**src/rtl/alu_disp_pkg.sv**
```systemverilog
// -----------------------------------------------------------------------------
// alu_disp_pkg
// Shared types and constants for the ALU seven-segment display stage:
//   - digit_idx_t : 2-bit index of the currently scanned digit (0..3)
//   - AN_OFF      : all anodes off (active low)
//   - SEG_BLANK   : all cathodes off (active low)
//   - HEX7_TABLE  : 16-entry hex-to-segment table, active low, bit order gfedcba
// Helper functions:
//   - hex7()          : nibble to segment pattern lookup
//   - an_onehot_low() : digit index to one-hot-low anode pattern
// -----------------------------------------------------------------------------
package alu_disp_pkg;

    typedef logic [1:0] digit_idx_t;

    localparam logic [3:0] AN_OFF    = 4'b1111;
    localparam logic [6:0] SEG_BLANK = 7'b1111111;

    // Entry 15 is the leftmost element so that HEX7_TABLE[n] yields glyph n.
    localparam logic [15:0][6:0] HEX7_TABLE = {
        7'b0001110,  // F
        7'b0000110,  // E
        7'b0100001,  // d
        7'b1000110,  // C
        7'b0000011,  // b
        7'b0001000,  // A
        7'b0010000,  // 9
        7'b0000000,  // 8
        7'b1111000,  // 7
        7'b0000010,  // 6
        7'b0010010,  // 5
        7'b0011001,  // 4
        7'b0110000,  // 3
        7'b0100100,  // 2
        7'b1111001,  // 1
        7'b1000000   // 0
    };

    function automatic logic [6:0] hex7(input logic [3:0] nibble);
        return HEX7_TABLE[nibble];
    endfunction

    function automatic logic [3:0] an_onehot_low(input digit_idx_t idx);
        return ~(4'b0001 << idx);
    endfunction

endpackage

```
**src/rtl/hex_to_7seg.sv**
```systemverilog
// -----------------------------------------------------------------------------
// hex_to_7seg
// Combinational 4-bit to seven-segment decoder (active low, gfedcba).
// Ports:
//   nibble_i : hex digit to display
//   seg_o    : cathode pattern, active low
// -----------------------------------------------------------------------------
module hex_to_7seg
    import alu_disp_pkg::*;
(
    input  logic [3:0] nibble_i,
    output logic [6:0] seg_o
);

    // Table lookup; every nibble value has a defined glyph.
    always_comb begin
        seg_o = hex7(nibble_i);
    end

endmodule

```
**src/rtl/alu_display.sv**
```systemverilog
// -----------------------------------------------------------------------------
// alu_display
// Captures the ALU operands, select and result on a load strobe and scans
// them onto a 4-digit common-anode seven-segment display:
//   digit3 = A, digit2 = B, digit1 = Y[7:4], digit0 = Y[3:0].
// The decimal point is lit on the digit whose number equals the held select.
// Parameters:
//   REFRESH_DIV : clock cycles each digit stays selected (>= 1)
// Ports:
//   clk   : system clock
//   rst_n : synchronous reset, active low
//   A, B  : ALU operands (4 bits)
//   S     : ALU operation select (2 bits)
//   Y     : ALU result (8 bits)
//   load  : capture strobe, samples A/B/S/Y on every edge where it is high
//   an    : digit anodes, active low, one-hot-low
//   seg   : cathodes {g,f,e,d,c,b,a}, active low
//   dp    : decimal point, active low
// All outputs come straight from flops.
// -----------------------------------------------------------------------------
module alu_display
    import alu_disp_pkg::*;
#(
    parameter int REFRESH_DIV = 100000
) (
    input  logic       clk,
    input  logic       rst_n,
    input  logic [3:0] A,
    input  logic [3:0] B,
    input  logic [1:0] S,
    input  logic [7:0] Y,
    input  logic       load,
    output logic [3:0] an,
    output logic [6:0] seg,
    output logic       dp
);

    // REFRESH_DIV == 1 still needs a 1-bit counter; it simply stays at 0.
    localparam int             CNT_W    = (REFRESH_DIV > 1) ? $clog2(REFRESH_DIV) : 1;
    localparam logic [CNT_W-1:0] CNT_LAST = CNT_W'(REFRESH_DIV - 1);

    logic [3:0]       a_q,   a_d;
    logic [3:0]       b_q,   b_d;
    logic [1:0]       s_q,   s_d;
    logic [7:0]       y_q,   y_d;
    logic [CNT_W-1:0] cnt_q, cnt_d;
    digit_idx_t       idx_q, idx_d;
    logic [3:0]       an_q,  an_d;
    logic [6:0]       seg_q, seg_d;
    logic             dp_q,  dp_d;

    logic [3:0]       nibble_s;
    logic [6:0]       seg_s;

    // Select the nibble belonging to the currently scanned digit.
    always_comb begin
        nibble_s = 4'h0;
        case (idx_q)
            2'd0:    nibble_s = y_q[3:0];
            2'd1:    nibble_s = y_q[7:4];
            2'd2:    nibble_s = b_q;
            2'd3:    nibble_s = a_q;
            default: nibble_s = 4'h0;
        endcase
    end

    hex_to_7seg u_hex_to_7seg (
        .nibble_i (nibble_s),
        .seg_o    (seg_s)
    );

    // Next-state: capture, refresh counter / digit index, and output frame.
    always_comb begin
        a_d   = a_q;
        b_d   = b_q;
        s_d   = s_q;
        y_d   = y_q;
        cnt_d = cnt_q;
        idx_d = idx_q;

        if (load) begin
            a_d = A;
            b_d = B;
            s_d = S;
            y_d = Y;
        end else begin
            a_d = a_q;
            b_d = b_q;
            s_d = s_q;
            y_d = y_q;
        end

        // idx wraps 3 -> 0 through natural 2-bit overflow.
        if (cnt_q == CNT_LAST) begin
            cnt_d = '0;
            idx_d = idx_q + 2'd1;
        end else begin
            cnt_d = cnt_q + CNT_W'(1);
            idx_d = idx_q;
        end

        // The frame is built from the current idx and held values, so any
        // load or idx step taken on this edge shows up one edge later.
        an_d  = an_onehot_low(idx_q);
        seg_d = seg_s;
        if (idx_q == s_q) begin
            dp_d = 1'b0;
        end else begin
            dp_d = 1'b1;
        end
    end

    // State and output registers with synchronous active-low reset.
    always_ff @(posedge clk) begin
        if (!rst_n) begin
            a_q   <= 4'h0;
            b_q   <= 4'h0;
            s_q   <= 2'd0;
            y_q   <= 8'h00;
            cnt_q <= '0;
            idx_q <= 2'd0;
            an_q  <= AN_OFF;
            seg_q <= SEG_BLANK;
            dp_q  <= 1'b1;
        end else begin
            a_q   <= a_d;
            b_q   <= b_d;
            s_q   <= s_d;
            y_q   <= y_d;
            cnt_q <= cnt_d;
            idx_q <= idx_d;
            an_q  <= an_d;
            seg_q <= seg_d;
            dp_q  <= dp_d;
        end
    end

    assign an  = an_q;
    assign seg = seg_q;
    assign dp  = dp_q;

endmodule
```
**config.mk**
```make
export PLATFORM = sky130hd
export DESIGN_NAME = alu_display
export DESIGN_NICKNAME = d
export VERILOG_FILES = /design/src/rtl/alu_disp_pkg.sv /design/src/rtl/hex_to_7seg.sv /design/src/rtl/alu_display.sv
export SDC_FILE = /design/constraint.sdc
export NUM_CORES = 1
export LEC_CHECK = 0
export BUFFER_PORTS_ARGS = -buffer_cell sky130_fd_sc_hd__buf_2
export CORE_MARGIN = 4
export CORE_UTILIZATION = 50
export CTS_CLUSTER_SIZE = 28
export DETAILED_ROUTE_END_ITERATION = 7
export PLACE_DENSITY = 0.83
export SYNTH_ARGS = -nofsm -noshare
export SYNTH_HDL_FRONTEND = slang
export SYNTH_SLANG_ARGS = --single-unit
```
**constraint.sdc**
```tcl
create_clock -name clk -period 2.3 [get_ports clk]
set_clock_uncertainty 0.15 [all_clocks]
set_input_delay 0.23 -clock clk [delete_from_list [all_inputs] [get_ports clk]]
set_output_delay 0.23 -clock clk [all_outputs]
set_load 0.02 [all_outputs]
```
==> results of run 1 <==
[critical path, cell delays in order, from the launching register on]
cell and delay, ns:
dfxtp_2 0.34, buf_4 0.15, ha_4 0.17, a222oi_1 0.51, a21oi_4 0.15, inv_2 0.13, ha_4 0.21, a211oi_2 0.25
a2111oi_2 0.06, a31oi_1 0.14
[cell usage after synthesis]
| cell type | instances |
|---|---|
| nor2b_1 | 2 |
| o311a_1 | 1 |
| mux2i_1 | 24 |
| inv_1 | 5 |
| a222oi_1 | 3 |
| buf_6 | 1 |
| a31oi_1 | 3 |
| xor2_1 | 12 |
| nor4b_1 | 1 |
| a21oi_1 | 4 |
| nand3_1 | 7 |
| clkbuf_1 | 3 |
| or4_4 | 1 |
| dfxtp_1 | 49 |
| and4_1 | 4 |
| a21oi_2 | 1 |
| and3_1 | 1 |
| o311ai_0 | 1 |
| ha_1 | 12 |
| o31ai_1 | 1 |
| nor2_1 | 35 |
| xnor2_1 | 5 |
| o221ai_1 | 1 |
| o2bb2ai_1 | 1 |
| buf_4 | 2 |
| mux2_2 | 1 |
| a2111oi_0 | 1 |
| or3_1 | 1 |
| a21o_2 | 1 |
| nor4bb_1 | 2 |
| clkinv_1 | 2 |
| nand4b_1 | 1 |
| o21ai_0 | 3 |
| nand2_1 | 11 |
| nand4_1 | 7 |
| a221o_1 | 1 |
| buf_2 | 4 |
| or4_1 | 1 |
| and2_1 | 1 |
| a22oi_1 | 1 |
| a211oi_1 | 2 |
[registers in the layout, summed over array words and instances (netlist names)]
| register | cells |
|---|---|
| a_q | 4 |
| an | 4 |
| b_q | 4 |
| cnt_q | 17 |
| dp | 1 |
| idx_q | 2 |
| s_q | 2 |
| seg | 7 |
| y_q | 8 |
[through the flow]
step	utilization (%)	hold WS (ns)	power (mW)	worst slack [ns]
finish	64.0	0.00441	1.57	-0.0203
floorplan	-	0.227	1.03	0.0262
CTS	61.9	0.000712	1.58	0.0146
global route	64.0	0.0118	1.63	-0.150
detailed placement	59.2	0.323	1.09	-0.174
global placement	59.2	0.296	1.09	0.0836
[path summary, 6_finish.rpt]
path | to | slack [ns] | cells after the start
hold reg to reg | cnt_q[16]$_SDFF_PP0_ | 0.34 | 2
hold / removal | y_q[1]$_SDFFE_PN0P_ | 0.004 | 3
setup reg to reg | seg[3]$_SDFF_PN1_ | -0.02 | 9
setup / recovery | seg[3]$_SDFF_PN1_ | -0.02 | 9
[power by group through the flow]
| stage | registers, mW | logic (mW) | clock network [mW] |
|---|---|---|---|
| after floorplan | 0.939 | 0.0959 | 0 |
| after global placement | 0.923 | 0.162 | 0 |
| after detailed placement | 0.924 | 0.166 | 0 |
| after CTS | 0.904 | 0.173 | 0.505 |
| after global routing | 0.907 | 0.200 | 0.528 |
| final | 0.903 | 0.179 | 0.492 |
[layer usage]
| metal | vias to the layer above | track usage (%) |
|---|---|---|
| li1 | 862 | - |
| met1 | 778 | 21.4 |
| met2 | 33 | 28.1 |
| met3 | 7 | 4.86 |
| met4 | 0 | 6.84 |
| met5 | - | 0 |
[repair_timing]
item,4_1_cts,5_1_grt
pin swaps,4,4
setup buffers,1,1
setup endpoints to repair,4,7
gates resized for setup,6,16
[layout make-up]
cell class | instances | area [um^2]
clock buffer | 5 | 68.8
clock inverter | 3 | 17.5
fill | 319 | 1480
inverter | 7 | 26.3
multi-input combinational | 154 | 1210
sequential | 49 | 986
tap | 50 | 62.6
timing repair buffer | 46 | 265
[logic make-up (layout without fill, tap and decap cells)]
logic type,count (synthesis),count (layout),synth area share (%)
AO/OA/AOI/OAI,25,25,8.57
XOR/XNOR,17,17,6.84
adder cells (fa/ha/maj),12,12,6.90
buffers and inverters,17,61,3.85
flip-flops,49,49,45.1
multiplexers,25,25,11.6
AND/OR/NAND/NOR,75,75,17.2
==> key figures, run 1 <==
Yosys
  • Post-synthesis sequential area ratio: 45.1%
  • YS warnings: 0
  • Share of the synthesized area in the top cell type: 45.1%
  • FF+latch count, synth: 49
  • Post-Syn Instances: 220
  • Yosys top cell by area: dfxtp_1
  • Synth Area per Inst: roughly 10 um^2
  • Distinct cells, synth: 41
  • Syn Nets: 253
  • Post-synthesis cell area: 0.00218 mm^2
  • Ranking of synthesized cells by area: dfxtp_1 (45%), mux2i_1 (11%), ha_1 (6.9%), nor2_1 (6.0%), xor2_1 (4.8%)

Drt
  • DR top layer: met4
  • WL per Instance: 14.2 um
  • Post-route DRC: 0
  • Via density: ~5.4
  • WL met2: 2.16 mm
  • Initial detailed-routing violation count: 148
  • WL met1: 2.00 mm
  • Routed wl met3: 212 um
  • ANT nets after route: 0
  • TritonRoute pass-1 iters: 4
  • Final wirelength: 4.45 mm
  • Via count: 1,680

Place
  • Placed cells: 304
  • IO buf count: 32
  • Detailed placement HPWL: 3.03 mm
  • Final Wtd Congestion: 0.980
  • Placement Cell Area: 0.00243 mm^2

Power and ir drop
  • Pwr/cell area: 598 mW/mm^2
  • Comb power frac: between 10 and 15%
  • Worst VDD drop: about 0.38 mV
  • Sequential power share: about 57%
  • Switching power: 400 uW
  • Internal power: between 1 and 1.5 mW
  • Clock power frac: 31.3%
  • P_leak: roughly 1.1 nW
  • Sw Share: 25.4%

Timing
  • Post-layout min period: 2.32 ns
  • Final setup viols: 1
  • Count of pins over their slew limit: 0
  • Max Fclk: 431 MHz
  • Unrepaired setup endpoints after global routing: true
  • PnR worst setup slack: -0.0203 ns
  • Total negative slack: -0.0203 ns
  • Slew headroom: about three fifths
  • Worst slew pin tran: 0.570 ns
  • Final hold violations: 0
  • Fin crit share: 101%

Final layout
  • Post-Layout Inst Area: 0.00263 mm^2
  • Most frequent cells in the layout: dfxtp_1 (47), nor2_1 (35), buf_2 (32)
  • Commonest non-fill, non-tap cell in the layout: dfxtp_1
  • Diode count: 0
  • Area delta synth->final: 21.0%
  • Nets: slightly below 300
  • Post-route insts no fill: 314
  • Layout cells sized above 1: 28.0%

GRT
  • First-pass GRT wire length: 7.31 mm
  • Initial antenna violation count: 0
  • Vias in the first global route: 1,665
  • Pin count of the biggest net entering global routing: 26
  • GRT overflow: 0
  • Tot GR Track Use: 17.2%

Critical path
  • Worst Setup End Kind: flip-flop
  • CP startpoint kind: flip-flop
  • Crit path launch: idx_q[1]$_SDFFE_PN0N_
  • Worst Path Arrival: between 2 and 2.5 ns
  • Worst Path Required: 2.39 ns
  • Worst r2r src: idx_q[1]$_SDFFE_PN0N_
  • Crit Path Class: flip-flop to flip-flop
  • Crit Path Max Fanout: 5

Floorplan
  • Die W: 74.0 um
  • # IOs: 33
  • Die height: roughly 74 um
  • Die Area: 0.00547 mm^2
  • Num rows: 23
  • Core area: 0.00412 mm^2
  • Initial Utilization: a little over half

CTS
  • CTS sink cnt: 49
  • CTS max path bufs: 2
  • TritonCTS clock tree: yes
  • H-tree levels: 2
  • Num CTS Buffers: 5
  • Clock Latency Late Sink: about 0.30 ns
  • Root Buffer: clkbuf_8
  • Hold-fix buffers, CTS: 0
  • CTS clk-pin slew, worst paths: roughly 0.09 ns

Run status
  • Status: complete, but fails checks
  • Failing checks: setup timing

Worst hold path
  • Hold Startpoint: Y[1]
  • Hold Crit Class: primary input to flip-flop

Run
  • Max-Cap Viols: 0
(Power assumes the default switching activity.)
==> run 2: changes to the inputs <==
--- a/config.mk
+++ b/config.mk
@@ -10,7 +10,8 @@
 export CORE_UTILIZATION = 50
 export CTS_CLUSTER_SIZE = 28
 export DETAILED_ROUTE_END_ITERATION = 7
-export PLACE_DENSITY = 0.83
+export PLACE_DENSITY = 0.76
 export SYNTH_ARGS = -nofsm -noshare
 export SYNTH_HDL_FRONTEND = slang
 export SYNTH_SLANG_ARGS = --single-unit
+export TNS_END_PERCENT = 20
==> run 2 against run 1 <==
The run now ends clean. First-iteration DRC count is 2.0% higher. Final cell count up 0.96%. Critical path type unchanged. Critical path depth did not move. Count of clock-buffer cells in the layout unchanged. Non-clock buffer count increased by 3. Setup slack gained 0.10 ns. Register-to-register slack better by 0.10 ns. Clock power grew 25%. Design area rose by 0.38%. Power is 7.7% higher. Via count grew 1.7%.
==> key figures, run 2 (synthesis gave the netlist of run 1 again) <==
Run status
  • Status: complete, no violations (was complete, but fails checks)

GRT
  • Vias in the first global route: 1,556 (was 1,665)
  • First-pass GRT wire length: 7.16 mm (was 7.31 mm)
  • Pin count of the biggest net entering global routing: 24 (was 26)
  • GRT overflow: 0 (unchanged)
  • Initial antenna violation count: 0 (unchanged)
  • Tot GR Track Use: 17.0% (was 17.2%)

Drt
  • Via count: 1,709 (was 1,680)
  • ANT nets after route: 0 (unchanged)
  • WL per Instance: 13.7 um (was 14.2 um)
  • Final wirelength: 4.35 mm (was 4.45 mm)
  • Via density: 5.39 (was 5.35)
  • TritonRoute pass-1 iters: 4 (unchanged)
  • Initial detailed-routing violation count: 151 (was 148)
  • Post-route DRC: 0 (unchanged)

Floorplan
  • Initial Utilization: 52.9% (unchanged)
  • Die Area: 0.00547 mm^2 (unchanged)
  • Core area: 0.00412 mm^2 (unchanged)
  • Num rows: 23 (unchanged)
  • Die W: 74.0 um (unchanged)
  • Die height: 74.0 um (unchanged)
  • # IOs: 33 (unchanged)

Run
  • Max-Cap Viols: 0 (unchanged)

Final layout
  • Area delta synth->final: 21.5% (was 21.0%)
  • FILL cells: 343 (was 319)
  • Max reg flops: 17 (unchanged)
  • Most frequent cells in the layout: dfxtp_1 (47), nor2_1 (35), buf_2 (32) (unchanged)
  • Post-route insts no fill: 317 (was 314)
  • Nets: 299 (was 296)
  • Diode count: 0 (unchanged)
  • Commonest non-fill, non-tap cell in the layout: dfxtp_1 (unchanged)
  • Largest reg by FF count: cnt_q (unchanged)
  • Layout cells sized above 1: 25.8% (was 28.0%)

Critical path
  • CP peak stage delay: 0.36 ns (was 0.51 ns)
  • CP startpoint kind: flip-flop (unchanged)
  • Worst Path Required: 2.35 ns (was 2.39 ns)
  • Crit Path Max Fanout: 5 (unchanged)
  • Worst-path cell chain: buf_4 > ha_2 > a222oi_1 > a21oi_2 > buf_4 > buf_4 > ha_1 > nand4b_1 > o311a_1 (was buf_4 > ha_4 > a222oi_1 > a21oi_4 > inv_2 > ha_4 > a211oi_2 > a2111oi_2 > a31oi_1)
  • Worst Setup End Kind: flip-flop (unchanged)
  • Crit-path most repeated cell: buf_4 (was ha_4)
  • Crit Path Class: flip-flop to flip-flop (unchanged)
  • CP max stage cell: a222oi_1 (unchanged)
  • Worst Path Arrival: 2.27 ns (was 2.41 ns)

Timing
  • Final hold violations: 0 (unchanged)
  • PnR worst setup slack: 0.0805 ns (was -0.0203 ns)
  • Fin crit share: 96.5% (was 101%)
  • Worst slew pin tran: 0.505 ns (was 0.570 ns)
  • Final setup viols: 0 (was 1)
  • Post-layout min period: 2.22 ns (was 2.32 ns)
  • Max Fclk: 451 MHz (was 431 MHz)
  • Slew headroom: 66.4% (was 62.0%)
  • Unrepaired setup endpoints after global routing: true (unchanged)
  • Count of pins over their slew limit: 0 (unchanged)

CTS
  • TritonCTS clock tree: yes (unchanged)
  • Num CTS Buffers: 5 (unchanged)
  • Clock Latency Late Sink: 0.31 ns (was 0.30 ns)
  • CTS sink cnt: 49 (unchanged)
  • H-tree levels: 2 (unchanged)
  • CTS clk-pin slew, worst paths: 0.08 ns (was 0.09 ns)
  • CTS max path bufs: 2 (unchanged)
  • Root Buffer: clkbuf_8 (unchanged)

Place
  • Detailed placement HPWL: 3.15 mm (was 3.03 mm)
  • IO buf count: 32 (unchanged)
  • Placed cells: 304 (unchanged)
  • Pre-CTS WS: -0.0212 ns (was -0.174 ns)
  • Final Wtd Congestion: 0.826 (was 0.980)

Power and ir drop
  • Worst VDD drop: 0.504 mV (was 0.383 mV)
  • P_leak: 1.12 nW (was 1.10 nW)
  • Pwr/cell area: 641 mW/mm^2 (was 598 mW/mm^2)

Worst hold path
  • Hold Crit Class: primary input to flip-flop (unchanged)
## run 2: cell count changes in the layout (fill, tap and decap cells not counted), sizes merged
cell and delta:
dlygate4sd3 +3, bufinv +1, clkinv -1
## run 2: path summary, 6_finish.rpt
kind / from / end / slack, ns / cells after the start
max: idx_q[1]$_SDFFE_PN0N_ / seg[0]$_SDFF_PN1_ / 0.08 / 9
min: Y[0] / y_q[0]$_SDFFE_PN0P_ / 0.008 / 3
max reg2reg: idx_q[1]$_SDFFE_PN0N_ / seg[0]$_SDFF_PN1_ / 0.08 / 9
min reg2reg: cnt_q[0]$_SDFF_PP0_ / cnt_q[0]$_SDFF_PP0_ / 0.33 / 1
## run 2: final cells by class
| type | instances | area [um^2] | share of cell area, % |
|---|---|---|---|
| clock inverter | 3 | 46.3 | 1.75 |
| multi-input combinational | 154 | 1160 | 43.8 |
| inverter | 7 | 26.3 | 0.994 |
| timing repair buffer | 49 | 295 | 11.2 |
| tap | 50 | 62.6 | 2.37 |
| clock buffer | 5 | 68.8 | 2.60 |
| sequential | 49 | 986 | 37.3 |
## run 2: metrics by stage
| step | util, % | cell area (um^2) | TNS (ns) | total power, mW | hold slack (ns) |
|---|---|---|---|---|---|
| finish | 64.2 | 2640 | 0 | 1.69 | 0.00848 |
| global route | 64.2 | 2640 | -0.0603 | 1.77 | 0.00316 |
| CTS | 62.8 | 2580 | 0 | 1.71 | 0.0000346 |
| detailed placement | 59.2 | 2430 | -0.0218 | 1.09 | 0.300 |
| global placement | 59.2 | 2430 | 0 | 1.09 | 0.290 |
| floorplan | - | 2180 | 0 | 1.03 | 0.227 |
## run 2: report_power, final
| group | switching (mW) | total, mW | internal (mW) | leakage [nW] |
|---|---|---|---|---|
| combinational | 0.0958 | 0.177 | 0.0808 | 0.663 |
| sequential | 0.0191 | 0.904 | 0.884 | 0.404 |
| clock | 0.290 | 0.615 | 0.325 | 0.0543 |
| total | 0.404 | 1.70 | 1.29 | 1.12 |
## run 2: per-layer routing
metal / wire [um] / GRT usage, %
met1: 2100 / 23.3
met2: 1940 / 25.0
met3: 224 / 4.59
met4: 77 / 7.44
met5: 0 / 0
## run 2: critical path: cells and delay by family (launching register included)
family | cells | cell delay [ns]
and+or+nand+nor | 1 | 0.18
buffers and inverters | 3 | 0.43
adders and majority gates | 2 | 0.42
AOI/OAI and AO/OA | 3 | 0.59
DFF | 1 | 0.34
## run 2: what timing repair did
item	in CTS	in global routing
pin swaps	2	4
setup endpoints to repair	3	7
hold buffers	3	0
buffers inserted	0	2
endpoints found under the hold margin	3	0
resized for setup	2	12
